**config.mk**
```make
export PLATFORM = sky130hd
export DESIGN_NAME = inst_queue
export DESIGN_NICKNAME = d
export VERILOG_FILES = /design/src/rtl/inst_queue_pkg.sv /design/src/rtl/inst_queue.sv
export SDC_FILE = /design/constraint.sdc
export NUM_CORES = 1
export LEC_CHECK = 0
export ABC_AREA = 1
export BUFFER_PORTS_ARGS = -buffer_cell sky130_fd_sc_hd__buf_2
export CORE_ASPECT_RATIO = 0.7
export CORE_MARGIN = 2
export CORE_UTILIZATION = 50
export CTS_CLUSTER_DIAMETER = 30
export DETAILED_ROUTE_END_ITERATION = 7
export PLACE_DENSITY = 0.77
export REMOVE_ABC_BUFFERS = 1
export SKIP_CTS_REPAIR_TIMING = 1
export SLEW_MARGIN = 20
export SYNTH_ARGS = -nofsm -noshare
export SYNTH_HDL_FRONTEND = slang
export SYNTH_SLANG_ARGS = --single-unit
```
**constraint.sdc**
```tcl
create_clock -name clk -period 8.4 [get_ports clk]
set_clock_uncertainty 0.05 [all_clocks]
set_input_delay 0 -clock clk [delete_from_list [all_inputs] [get_ports clk]]
set_output_delay 0 -clock clk [all_outputs]
set_load 0.05 [all_outputs]
```
**src/rtl/inst_queue_pkg.sv**
```systemverilog
// Shared configuration constants for the instruction queue:
// default PC and instruction widths, and the all-zero bubble word.
package inst_queue_pkg;
  localparam int Addrlen = 32;
  localparam int Instlen = 32;
  localparam logic [31:0] ZeroWord = 32'h0000_0000;
endpackage

```
**src/rtl/inst_queue.sv**
```systemverilog
// Fetch-to-decode instruction queue: circular FIFO of {pc, inst} entries.
// Define INST_QUEUE_BYPASS_EN to let an empty queue forward fetch straight to decode.
module inst_queue
  import inst_queue_pkg::*;
#(
  parameter int ADDR_W = Addrlen,
  parameter int INST_W = Instlen,
  parameter int DEPTH  = 4
) (
  input  logic                       clk,
  input  logic                       rst,
  input  logic                       flush,
  input  logic                       stall_in,
  input  logic                       if_valid,
  input  logic [ADDR_W-1:0]          if_pc,
  input  logic [INST_W-1:0]          if_inst,
  output logic                       if_ready,
  output logic                       id_valid,
  output logic [ADDR_W-1:0]          id_pc,
  output logic [INST_W-1:0]          id_inst,
  output logic [$clog2(DEPTH+1)-1:0] count
);

  localparam int PTR_W = $clog2(DEPTH);
  localparam int CNT_W = $clog2(DEPTH + 1);

  logic [ADDR_W-1:0] pc_mem   [DEPTH];
  logic [INST_W-1:0] inst_mem [DEPTH];
  logic [PTR_W-1:0]  rd_ptr;
  logic [PTR_W-1:0]  wr_ptr;
  logic              q_valid;
  logic              push;
  logic              pop;

  assign q_valid  = (count != '0);
  assign if_ready = (count < CNT_W'(DEPTH));
  assign pop      = q_valid & ~stall_in & ~flush;

`ifdef INST_QUEUE_BYPASS_EN
  logic byp;

  // An empty queue forwards fetch directly; the entry is only stored if decode stalls.
  assign byp      = ~q_valid & if_valid & ~flush;
  assign push     = if_valid & if_ready & ~flush & ~(byp & ~stall_in);
  assign id_valid = q_valid | byp;

  always_comb begin
    id_pc   = ADDR_W'(ZeroWord);
    id_inst = INST_W'(ZeroWord);
    if (q_valid) begin
      id_pc   = pc_mem[rd_ptr];
      id_inst = inst_mem[rd_ptr];
    end else if (byp) begin
      id_pc   = if_pc;
      id_inst = if_inst;
    end
  end
`else
  assign push     = if_valid & if_ready & ~flush;
  assign id_valid = q_valid;
  assign id_pc    = q_valid ? pc_mem[rd_ptr]   : ADDR_W'(ZeroWord);
  assign id_inst  = q_valid ? inst_mem[rd_ptr] : INST_W'(ZeroWord);
`endif

  // Storage is never reset: an empty queue masks whatever it holds.
  always_ff @(posedge clk) begin
    if (push) begin
      pc_mem[wr_ptr]   <= if_pc;
      inst_mem[wr_ptr] <= if_inst;
    end
  end

  always_ff @(posedge clk or negedge rst) begin
    if (!rst) begin
      rd_ptr <= '0;
      wr_ptr <= '0;
      count  <= '0;
    end else if (flush) begin
      rd_ptr <= '0;
      wr_ptr <= '0;
      count  <= '0;
    end else begin
      if (push) wr_ptr <= wr_ptr + PTR_W'(1);
      if (pop)  rd_ptr <= rd_ptr + PTR_W'(1);
      case ({push, pop})
        2'b10:   count <= count + CNT_W'(1);
        2'b01:   count <= count - CNT_W'(1);
        default: count <= count;
      endcase
    end
  end

endmodule

```
==> qor.yml <==
drt:
  top_layer: "met4"
  wl_met3_um: 1640
  wl_met2_um: 11100
  vias_per_cell: 5.19
  vias: 6887
  wl_met1_um: 9740
  first_pass_iters: 5
  ant_nets: 0
  drc_errors: 0
  wl_per_cell_um: 17.1
  wirelength_um: 22700
  drtIter0Drc: 587
timing:
  max-slew-margin-rel_pct: 34.5
  fmax_ghz: 0.317
  rsz0062_at_grt: "no"
  worst_pin_slew_ps: 982
  drv_slew: 0
  finalSetupTns_ps: 0
  period_needed_ps: 3150
  setup_viol: 0
  hold_viol: 0
  finalCritPeriodShare_pct: 37.5
power:
  irDropWorstVdd_v: 0.000232
  intPower_mw: 2.62
  pwr-share-clk_pct: 46.4
  p_sw_mw: 0.854
  switching_share_pct: 24.6
  p_per_area_mw_per_mm2: 262
  seqPwrFrac_pct: 43.0
  p_comb_share_pct: 10.6
  power_leakage_nw: 4.96
grt:
  antenna_found_initial: 0
  grt-ovfl-total: 0
  grt_pass1_wl_um: 33500
  grt_usage_pct: 19.5
  first_global_vias: 6299
  grt_max_degree: 130
floorplan:
  die_y_um: 124
  row_count: 43
  die-width_um: 176
  start_util_pct: 51.7
  io_pins: 138
  core_mm2: 0.0200
  dieArea_mm2: 0.0219
setup_path:
  r2r_slack_ps: 6100
  critical-path-max-stage-delay_ps: 820
  crit_family: "buffers and inverters"
  crit_buf_inv: 2
  worst-path-max-fanout: 72
  required_ps: 8350
  endpoint_kind: "output port"
  crit_top_cell: "nor2_1"
  timing.rr.end: "inst_mem[3][25]"
  r2r-start: "count[2]"
  worstPathCellList: "buf_4 -> nor2_1 -> nor2_1 -> o21ai_0 -> a21oi_1 -> buf_2"
  path_class: "flop to output port"
  crit_slowest_cell: "dfrtp_4"
  cp.depth: 6
  worstRegToRegCells: 6
  crit_path_start_kind: "flop"
  crit_arrival_ps: 3100
clock_network:
  cts-root-buf: "clkbuf_16"
  cts.path.max_buffers: 3
  htreeDepth: 2
  cts_tree: "built"
  clk_pin_slew_ps: 50
  clk-insertion-delay-late_ps: 500
  cts_num_sinks: 263
  cts_buffers: 39
job:
  max-cap-violations: 0
worst_hold_path:
  hold_path_depth: 2
  hold_path.startpoint: "if_inst[26]"
  min_path_type: "input port to flop"
  min_to: "inst_mem[0][26]"
logic_synthesis:
  yosys_warnings: 0
  ys_types: 20
  synth_area_mm2: 0.0103
  ys_seq_elements: 263
  syn_inst: 818
  avgSynthCellArea_um2: 12.6
  seq_area_frac_synth_pct: 76.1
placement:
  post_dp_cell_area_mm2: 0.0112
  place.gp.congestion: 0.761
  place_hpwl_um: 10800
  dpl.cell_count: 1186
  io_buffers: 137
finish:
  nets: 1101
  drive_above_1_share_pct: 21.0
  syn2layout_area_growth_pct: 28.0
  final-seq-area_mm2: 0.00787
  multiInputGateArea_mm2: 0.00219
  fin_cells: 1328
  antenna_cells: 0
  design_area_mm2: 0.0132
  n_fill_cell: 1437
outcome:
  outcome: "complete, no violations"
-- synth_stat cells (all sizes together) --
master / count / area (µm²)
inv: 15 / 56.3
xnor2: 1 / 8.76
a21oi: 68 / 340
buf: 32 / 199
nor2: 264 / 993
dfrtp: 7 / 175
o21ai: 131 / 656
nand2: 21 / 81.3
clkbuf: 16 / 60.1
fa: 1 / 20.0
edfxtp: 256 / 7690
nand3: 2 / 10.0
ha: 4 / 50.1
-- through the flow --
step	worst slack, ps	utilization, %	power, mW	hold slack [ps]
CTS	5230	62.6	3.47	-721
global placement	5860	56.0	1.85	-204
global route	5070	66.1	3.59	207
finish	5250	66.1	3.47	204
detailed placement	5790	56.0	1.86	-200
floorplan	3930	-	1.75	-346
-- cell type report --
class	count	share of cell area, %
clock inverter	30	2.55
tap	270	2.55
multi-input combinational	492	16.5
sequential	263	59.4
inverter	15	0.435
clock buffer	42	7.46
timing repair buffer	216	11.0
-- state kept, by name, summed over array words and instances (netlist names) --
signal,cells
count,3
inst_mem,128
pc_mem,128
rd_ptr,2
wr_ptr,2
-- how the worst max path moves through the flow --
stage                     startpoint             end
after global placement     rd_ptr[0]        id_pc[8]
final                      rd_ptr[0]        id_pc[8]
after global routing       rd_ptr[0]      id_inst[9]
after CTS                  rd_ptr[0]        id_pc[3]
after floorplan             count[2]  inst_mem[0][0]
after detailed placement   rd_ptr[0]        id_pc[8]
-- cells in the final DEF (no fill, tap or decap), types with 2 or more instances in the layout --
master | Yosys | final
a21oi_1 | 68 | 68
buf_2 | 9 | 137
buf_4 | 14 | 8
bufinv_16 | 0 | 6
clkbuf_1 | 16 | 3
clkbuf_16 | 0 | 39
clkinv_1 | 0 | 5
clkinv_2 | 0 | 8
clkinv_4 | 0 | 2
clkinvlp_4 | 0 | 3
dfrtp_1 | 7 | 5
dlygate4sd3_1 | 0 | 70
edfxtp_1 | 256 | 256
ha_1 | 4 | 4
inv_1 | 12 | 11
inv_2 | 3 | 3
inv_6 | 0 | 6
nand2_1 | 20 | 20
nand3_1 | 2 | 2
nor2_1 | 263 | 259
nor2_4 | 0 | 4
o21ai_0 | 127 | 127
o21ai_1 | 4 | 4
-- per-layer routing --
metal / vias up / GRT usage (%)
met4: 0 / 4.33
met2: 227 / 31.0
met1: 3324 / 26.8
li1: 3311 / -
met5: - / 0
met3: 25 / 5.89
-- cell families (layout without fill, tap and decap cells) --
group	Yosys count	in the layout	synth area share, %
compound gates	199	199	9.63
buf+inv	63	303	3.05
flops	263	263	76.1
xor+xnor	1	1	0.0847
simple gates	287	287	10.5
fa+ha+maj	5	5	0.678
-- power by group through the flow --
| stage | sequential (mW) | combinational [mW] | clock (mW) |
|---|---|---|---|
| after global routing | 1.50 | 0.398 | 1.69 |
| final | 1.49 | 0.367 | 1.61 |
| after floorplan | 1.53 | 0.221 | 0 |
| after detailed placement | 1.52 | 0.338 | 0 |
| after global placement | 1.52 | 0.333 | 0 |
| after CTS | 1.49 | 0.341 | 1.64 |
No activity file was read; power rests on OpenSTA's default activity.
